$ cat src/rtl/branch_outcome_scoreboard.sv
// In-order scoreboard pairing issued branch predictions with resolved outcomes.
// Produces registered hit/mispredict pulses, occupancy status and saturating accuracy counters.
module branch_outcome_scoreboard #(
   parameter int DEPTH = 4,
   parameter int CNT_W = 16
) (
   input  logic                         clk,
   input  logic                         rst,
   input  logic                         pred_valid,
   input  logic                         pred_bit,
   input  logic                         resolve_valid,
   input  logic                         resolve_taken,
   input  logic                         flush,
   output logic                         hit,
   output logic                         mispredict,
   output logic [$clog2(DEPTH+1)-1:0]   outstanding,
   output logic                         full,
   output logic                         empty,
   output logic [CNT_W-1:0]             total_count,
   output logic [CNT_W-1:0]             miss_count,
   output logic                         overflow,
   output logic                         underflow
);

   localparam int PTR_W = $clog2(DEPTH);
   localparam int OCC_W = $clog2(DEPTH + 1);
   localparam logic [OCC_W-1:0] OCC_FULL = OCC_W'(DEPTH);
   localparam logic [CNT_W-1:0] CNT_MAX  = {CNT_W{1'b1}};

   logic [DEPTH-1:0] pred_mem_r;
   logic [PTR_W-1:0] wr_ptr_r;
   logic [PTR_W-1:0] rd_ptr_r;
   logic             push_s;
   logic             pop_s;
   logic             miss_s;
   logic             ovf_set_s;
   logic             unf_set_s;
   logic [OCC_W-1:0] occ_next_s;

   // Accept/score decisions from start-of-cycle state; a full queue still takes a push when popping.
   always_comb begin
      push_s     = 1'b0;
      pop_s      = 1'b0;
      miss_s     = 1'b0;
      ovf_set_s  = 1'b0;
      unf_set_s  = 1'b0;
      occ_next_s = outstanding;
      if (flush) begin
         occ_next_s = '0;
      end else begin
         pop_s     = resolve_valid & ~empty;
         push_s    = pred_valid & (~full | pop_s);
         miss_s    = pop_s & (pred_mem_r[rd_ptr_r] != resolve_taken);
         ovf_set_s = pred_valid & full & ~pop_s;
         unf_set_s = resolve_valid & empty;
         case ({push_s, pop_s})
            2'b10:   occ_next_s = outstanding + OCC_W'(1);
            2'b01:   occ_next_s = outstanding - OCC_W'(1);
            default: occ_next_s = outstanding;
         endcase
      end
   end

   // Prediction storage and circular pointers.
   always_ff @(posedge clk) begin
      if (rst) begin
         pred_mem_r <= '0;
         wr_ptr_r   <= '0;
         rd_ptr_r   <= '0;
      end else if (flush) begin
         wr_ptr_r   <= '0;
         rd_ptr_r   <= '0;
      end else begin
         if (push_s) begin
            pred_mem_r[wr_ptr_r] <= pred_bit;
            wr_ptr_r             <= wr_ptr_r + PTR_W'(1);
         end
         if (pop_s) begin
            rd_ptr_r <= rd_ptr_r + PTR_W'(1);
         end
      end
   end

   // Occupancy status and score pulses.
   always_ff @(posedge clk) begin
      if (rst) begin
         outstanding <= '0;
         full        <= 1'b0;
         empty       <= 1'b1;
         hit         <= 1'b0;
         mispredict  <= 1'b0;
      end else begin
         outstanding <= occ_next_s;
         full        <= (occ_next_s == OCC_FULL);
         empty       <= (occ_next_s == '0);
         hit         <= pop_s & ~miss_s;
         mispredict  <= miss_s;
      end
   end

   // Saturating counters and sticky error flags survive flush.
   always_ff @(posedge clk) begin
      if (rst) begin
         total_count <= '0;
         miss_count  <= '0;
         overflow    <= 1'b0;
         underflow   <= 1'b0;
      end else begin
         if (pop_s && (total_count != CNT_MAX)) begin
            total_count <= total_count + CNT_W'(1);
         end
         if (miss_s && (miss_count != CNT_MAX)) begin
            miss_count <= miss_count + CNT_W'(1);
         end
         if (ovf_set_s) begin
            overflow <= 1'b1;
         end
         if (unf_set_s) begin
            underflow <= 1'b1;
         end
      end
   end

endmodule

$ cat config.mk
export PLATFORM = sky130hd
export DESIGN_NAME = branch_outcome_scoreboard
export DESIGN_NICKNAME = d
export VERILOG_FILES = /design/src/rtl/branch_outcome_scoreboard.sv
export SDC_FILE = /design/constraint.sdc
export NUM_CORES = 1
export LEC_CHECK = 0
export CORE_MARGIN = 5
export CORE_UTILIZATION = 50
export DETAILED_ROUTE_END_ITERATION = 8
export PLACE_DENSITY = 0.88
export SYNTH_ARGS = -nofsm -noshare
export SYNTH_HDL_FRONTEND = slang
export SYNTH_SLANG_ARGS = --single-unit
$ cat constraint.sdc
create_clock -name clk -period 5 [get_ports clk]
set_clock_uncertainty 0.2 [all_clocks]
set_input_delay 1 -clock clk [delete_from_list [all_inputs] [get_ports clk]]
set_output_delay 1 -clock clk [all_outputs]
set_load 0.05 [all_outputs]
==> key figures, run 1 <==
GRT
  – GRT overflow: 0
  – Number of global-route vias before repair: 1928
  – Pin count of the biggest net entering global routing: 42
  – Total Routing Usage GR: 0.172
  – Global-route wire length before repair: 8.65 mm
  – Antenna violations before repair: 0

Floorplan
  – Row cnt: 25
  – Die Ht: 78.4 um
  – Ports: 48
  – Core ar.: 4630 sq um
  – Die width: 78.4 um
  – Initial Util: 0.506
  – Die Area: 6150 sq um

Worst setup path
  – Crit path kind: primary input to register
  – Req. time, crit path: 5.06 ns
  – Family with the most delay on the worst path: simple AND/OR/NAND/NOR gates
  – CP dominant cell by count: nand2_1
  – Crit path DAT: 3.36 ns
  – Crit path buf inv count: 1
  – Startpoint type of the worst setup path: primary input
  – R2r worst-path depth: 9
  – R2R Path Start: empty
  – CP max stage delay: 0.52 ns
  – Worst path slowest cell: clkdlybuf4s50_1
  – CP Capture Type: register
  – Reg2Reg Setup Slack: 2.46 ns
  – Worst R2R End: full
  – Crit-path max FO: 4
  – Critical-path cell list: clkdlybuf4s50_1 -> nand2b_1 -> nand2_1 -> nand2_1 -> ha_1 -> fa_1 -> xnor2_1 -> or3_1 -> a21oi_1 -> o31a_1

Drt
  – WL met3: 240 um
  – Vias per cell: 5.69
  – Via count: 2083
  – M1 wire length: 2.27 mm
  – Pre-antenna DRT Iters: 4
  – Top layer in use: met4
  – Detail Route Antenna Nets: 0
  – Detailed-route wire length: 5.14 mm
  – Drt first-iter violations: 76
  – DRC violations left: 0
  – Met2 wire len: 2.55 mm
  – WL per Instance: 14.0 um

Run
  – Max-cap viol count: 0

Finish
  – Design area: 2950 sq um
  – Fin util: 0.637
  – Area of the multi-input gates: 1290 sq um
  – Ratio of cells with drive above 1 in the final layout: 0.0513
  – P&R area growth vs syn: 26.0%
  – Fillers: 425
  – Ant. Diodes: 0
  – Sequential Area: 981 sq um
  – Nets: 326
  – Final Instance Count excl. Fillers: 366

CTS
  – CTS H-tree depth: 2
  – Clk buf depth: 2
  – Num CTS Buffers: 5
  – CTS tree: done
  – Clock transition at the registers of the reported paths: 0.09 ns
  – Clk_lat worst skew: 0.30 ns
  – CTS Hold Bufs: 0
  – CTS root buffer: clkbuf_8
  – Clk sinks: 49
  – Setup repair bufs after CTS: 0
  – CTS resizes: 0

Power and ir drop
  – Peak VDD IR: 201 uV
  – P_sw: 174 uW
  – Power Total: 690 uW
  – Power Dens Cells: 234 nW/um^2
  – Sw frac: 0.253
  – Leakage power: 1.04 nW
  – Register share of total power: 0.579
  – Internal: 516 uW
  – Gate power share: 0.088
  – Clock share of power: 0.333

Yosys
  – Post-synth top area cell: dfxtp_1
  – Most frequent cells after synthesis: 49 x dfxtp_1, 31 x nor2_1, 20 x nand2_1, 15 x a21oi_1, 14 x xor2_1
  – Syn Nets: 278
  – Mapped Cells: 263
  – Most common cell in the netlist: dfxtp_1
  – Synth Register Bits: 49
  – Synth Area per Inst: 8.91 sq um
  – Mapped cell area: 2340 sq um
  – Ys async rst share: 0
  – Post-synth EDFFs: 0
  – Cell variety after synth: 44
  – Synth top area cells: dfxtp_1 42%, xor2_1 5.2%, nor2_1 5.0%, ha_1 3.7%, a21oi_1 3.2%
  – Main synth FF type: dfxtp_1
  – Seq/Total Area, Yosys: 0.419
  – Yosys top cell area share: 0.419
  – Syn. warnings: 0

STA
  – Final Hold Fails: 0
  – Minimum clock period: 3.31 ns
  – Max_slew headroom: 0.478
  – RSZ-0062 raised after global routing: no
  – Fin Hold WS: 0.284 ns
  – Final setup violation count: 0
  – Worst setup margin: 1.69 ns
  – Actual slew at the worst max-slew pin: 0.777 ns
  – Final Max Slew Viols: 0
  – Fin Setup TNS: 0 ns
  – Peak Freq: 302 MHz
  – Tcrit/Tclk final: 0.661

Min path
  – Hold path depth: 2
  – Hold path startpoint: pred_mem_r[0]
  – Endpoint of the worst hold path: pred_mem_r[0]
  – Min-delay worst type: register to register

Placement
  – Placed Instances: 358
  – HPWL Detailed: 3.76 mm
  – I/O Buffers: 47
  – DP Worst Slack: 1.38 ns
  – Area after DPL: 2860 sq um
  – Placer congestion estimate: 0.807

Status
  – Run status: finished, final reports clean
layout by cell type (no fill, tap or decap), types with 2 or more instances in the layout:
| cell | n |
|---|---|
| a31oi_1 | 2 |
| xor2_1 | 14 |
| or4_1 | 7 |
| o2111ai_1 | 3 |
| nor2_1 | 31 |
| ha_1 | 7 |
| nor3_1 | 7 |
| dfxtp_1 | 49 |
| inv_1 | 10 |
| nand2_1 | 20 |
| o211ai_1 | 5 |
| or3_1 | 9 |
| o21ai_0 | 7 |
| clkinvlp_4 | 2 |
| mux2i_1 | 6 |
| clkbuf_8 | 5 |
| nand3_1 | 10 |
| and3_1 | 5 |
| a21oi_1 | 15 |
| clkdlybuf4s50_1 | 47 |
| o31ai_1 | 6 |
| nor4_1 | 2 |
| buf_4 | 2 |
| nand4_1 | 9 |
| nor3b_1 | 2 |
| and2_1 | 2 |
| xnor2_1 | 8 |
power by group through the flow:
stage                     logic, mW  clock network [mW]  registers [mW]
after floorplan              0.0286                   0           0.420
after global placement       0.0592                   0           0.409
after detailed placement     0.0605                   0           0.409
after CTS                    0.0611               0.241           0.400
after global routing         0.0653               0.251           0.401
final                        0.0608               0.230           0.400
layout make-up:
class                   count  share of cell area
flip-flops and latches     49               0.332
clock buffers               6              0.0246
well taps                  54              0.0229
multi-input cells         196               0.438
inverters                  10              0.0127
repair buffers             49               0.165
clock inverters             2             0.00509
cell families after synthesis:
group                    Yosys count  synth area share
XOR/XNOR                          23            0.0940
AND/OR/NAND/NOR                  112             0.248
multiplexers                       7            0.0353
adder cells (fa/ha/maj)            8            0.0459
buffers and inverters             18            0.0299
flip-flops                        49             0.419
AO/OA/AOI/OAI                     46             0.128
tightest hold or removal path: stages (launching register included):
cell and delay (ns):
dfxtp_1 0.33, nand2_1 0.06, a21oi_1 0.05
how the worst max path moves through the flow:
stage | to | cells past startpoint | slack [ns] | from
floorplan | full | 9 | 2.11 | resolve_valid
global placement | full | 10 | 1.51 | resolve_valid
detailed placement | full | 10 | 1.38 | resolve_valid
CTS | full | 10 | 1.70 | resolve_valid
global route | full | 10 | 1.49 | resolve_valid
finish | full | 10 | 1.69 | resolve_valid
sequential cells by signal (all words and copies together), names as in the netlist:
| signal | flops |
|---|---|
| wr_ptr_r | 2 |
| empty | 1 |
| pred_mem_r | 4 |
| mispredict | 1 |
| miss_count | 16 |
| total_count | 16 |
| hit | 1 |
| overflow | 1 |
| full | 1 |
| underflow | 1 |
| rd_ptr_r | 2 |
| outstanding | 3 |
routing by layer:
metal / vias up / track usage
li1: 1037 / -
met1: 985 / 0.211
met2: 56 / 0.297
met3: 5 / 0.0310
met4: 0 / 0.0717
met5: - / 0
Power figures use the tool's default switching activity.
==> run 2, diff against run 1 <==
--- a/config.mk
+++ b/config.mk
@@ -6,9 +6,9 @@
 export NUM_CORES = 1
 export LEC_CHECK = 0
 export CORE_MARGIN = 5
-export CORE_UTILIZATION = 50
+export CORE_UTILIZATION = 46
 export DETAILED_ROUTE_END_ITERATION = 8
-export PLACE_DENSITY = 0.88
+export PLACE_DENSITY = 0.86
 export SYNTH_ARGS = -nofsm -noshare
 export SYNTH_HDL_FRONTEND = slang
 export SYNTH_SLANG_ARGS = --single-unit
==> constraint.sdc (replaced) <==
create_clock -name clk -period 2.77 [get_ports clk]
set_clock_uncertainty 0.2 [all_clocks]
set_input_delay 0.554 -clock clk [delete_from_list [all_inputs] [get_ports clk]]
set_output_delay 0.554 -clock clk [all_outputs]
set_load 0.05 [all_outputs]
==> run 2 against run 1 <==
Net effect: non-clock buffer count rose by 11; clock power rose by 130%; clock-buffer cell count is 1 higher; sequential power grew 80%; die area is 7.6% higher; via count rose by 0.62%; largest cell class unchanged; cell count increased by 7.4%; routed wire length rose by 4.9%; power is 99% higher.
==> key figures, run 2 (synthesis gave the netlist of run 1 again) <==
Status
  – Run status: finished, final reports clean (unchanged)

STA
  – RSZ-0062 raised after global routing: no (unchanged)
  – Minimum clock period: 2.63 ns
  – Worst setup margin: 0.140 ns (was 1.69 ns)
  – Fin Setup TNS: 0 ns (unchanged)
  – Peak Freq: 380 MHz
  – Max_slew headroom: 0.591 (was 0.478)
  – Final setup violation count: 0 (unchanged)
  – Final Max Slew Viols: 0 (unchanged)
  – Actual slew at the worst max-slew pin: 0.612 ns (was 0.777 ns)
  – Final Hold Fails: 0 (unchanged)
  – Tcrit/Tclk final: 0.949

Floorplan
  – Core ar.: 5010 sq um (was 4630 sq um)
  – Ports: 48 (unchanged)
  – Initial Util: 0.468 (was 0.506)
  – Die width: 81.4 um (was 78.4 um)
  – Die Ht: 81.4 um (was 78.4 um)
  – Row cnt: 26 (was 25)
  – Die Area: 6620 sq um (was 6150 sq um)

CTS
  – Num CTS Buffers: 5 (unchanged)
  – Clk buf depth: 2 (unchanged)
  – Clk_lat worst skew: 0.30 ns (about the same)
  – Clk sinks: 49 (unchanged)
  – CTS resizes: 0 (unchanged)
  – CTS Hold Bufs: 0 (unchanged)
  – CTS root buffer: clkbuf_8 (unchanged)
  – CTS H-tree depth: 2 (unchanged)
  – Clock transition at the registers of the reported paths: 0.08 ns (was 0.09 ns)
  – Setup repair bufs after CTS: 0 (unchanged)
  – CTS tree: done (unchanged)

GRT
  – Pin count of the biggest net entering global routing: 41 (was 42)
  – GRT overflow: 0 (unchanged)
  – Number of global-route vias before repair: 2062 (was 1928)
  – Antenna violations before repair: 0 (unchanged)
  – Total Routing Usage GR: 0.177 (was 0.172)
  – Global-route wire length before repair: 9.29 mm (was 8.65 mm)

Finish
  – Largest registers: miss_count (16), total_count (16), pred_mem_r (4) (unchanged)
  – Sequential Area: 981 sq um (unchanged)
  – Most frequent cells in the layout: 49 x dfxtp_1, 47 x clkdlybuf4s50_1, 31 x nor2_1, 19 x nand2_1 (was 49 x dfxtp_1, 47 x clkdlybuf4s50_1, 31 x nor2_1, 20 x nand2_1, 15 x a21oi_1)
  – Nets: 337 (was 326)
  – Fillers: 450 (was 425)
  – Area of the multi-input gates: 1310 sq um (was 1290 sq um)
  – P&R area growth vs syn: 32.2% (was 26.0%)
  – Ant. Diodes: 0 (unchanged)
  – Ratio of cells with drive above 1 in the final layout: 0.0929 (was 0.0513)
  – Most common cell after layout, fill and taps aside: dfxtp_1 (unchanged)

Worst setup path
  – R2R Path Start: rd_ptr_r[0] (was empty)
  – End point of the critical path: full (unchanged)
  – Startpoint type of the worst setup path: primary input (unchanged)
  – Crit-path max FO: 4 (unchanged)
  – Reg2Reg Setup Slack: 0.29 ns (was 2.46 ns)
  – Critical Path Source: resolve_valid (unchanged)
  – Crit path kind: primary input to register (unchanged)
  – Worst R2R End: miss_count[6] (was full)
  – Req. time, crit path: 2.82 ns (was 5.06 ns)
  – R2r worst-path depth: 5 (was 9)
  – Crit path DAT: 2.68 ns (was 3.36 ns)
  – CP Capture Type: register (unchanged)

Min path
  – Hold path startpoint: overflow (was pred_mem_r[0])
  – Min-delay worst type: register to register (unchanged)

Power and ir drop
  – Leakage power: 1.13 nW (was 1.04 nW)
  – Power Dens Cells: 443 nW/um^2 (was 234 nW/um^2)
  – Peak VDD IR: 295 uV (was 201 uV)

Placement
  – Placer congestion estimate: 0.837 (was 0.807)
  – I/O Buffers: 47 (unchanged)
  – HPWL Detailed: 3.97 mm (was 3.76 mm)
  – DP Worst Slack: -0.265 ns (was 1.38 ns)

Drt
  – Via count: 2096 (was 2083)
  – Pre-antenna DRT Iters: 4 (unchanged)
  – DRC violations left: 0 (unchanged)
  – Drt first-iter violations: 96 (was 76)
  – WL per Instance: 13.7 um (was 14.0 um)
  – Detail Route Antenna Nets: 0 (unchanged)
  – Vias per cell: 5.33 (was 5.69)
  – Detailed-route wire length: 5.39 mm (was 5.14 mm)

Run
  – Max-cap viol count: 0 (unchanged)
-- run 2: area by class of cell --
type,instances,share of cell area
clock buffers,7,0.0279
flip-flops and latches,49,0.317
repair buffers,60,0.184
inverters,10,0.0121
clock inverters,1,0.00970
multi-input cells,196,0.422
well taps,70,0.0283
-- run 2: metrics by stage --
stage	area [sq um]	hold WS (ns)	power [mW]	cells	util
after floorplan	2340	0.233	0.809	263	-
after global placement	2970	0.241	0.854	385	0.592
after detailed placement	2970	0.264	0.858	385	0.592
after CTS	3080	0.293	1.38	393	0.615
after global routing	3100	0.311	1.42	393	0.618
final	3100	0.281	1.37	393	0.618
-- run 2: worst min path at each step --
stage | to | slack [ns] | cells after the start
floorplan | pred_mem_r[0] | 0.23 | 2
global placement | pred_mem_r[0] | 0.24 | 2
detailed placement | pred_mem_r[0] | 0.26 | 2
CTS | pred_mem_r[0] | 0.29 | 2
global route | pred_mem_r[0] | 0.31 | 2
finish | overflow | 0.28 | 2
-- run 2: critical path: stages --
cell and delay [ns]:
clkdlybuf4s50_1 0.52, nand2b_4 0.08, nand2_2 0.08, nand2_1 0.08
ha_1 0.21, fa_1 0.38, xnor2_1 0.14, or3_1 0.32
a21oi_2 0.17, o31a_1 0.15
-- run 2: layer usage --
| layer | vias to the layer above | part of all wire | GRT usage |
|---|---|---|---|
| met2 | 57 | 0.49 | 0.306 |
| li1 | 1058 | - | - |
| met3 | 5 | 0.054 | 0.0443 |
| met1 | 976 | 0.45 | 0.215 |
| met5 | - | 0 | 0 |
| met4 | 0 | 0.011 | 0.0490 |
-- run 2: report_power, final --
group,internal [mW],total (mW),switching [mW]
logic,0.0506,0.121,0.0705
registers,0.712,0.722,0.00987
clock network,0.295,0.529,0.235
total,1.06,1.37,0.315
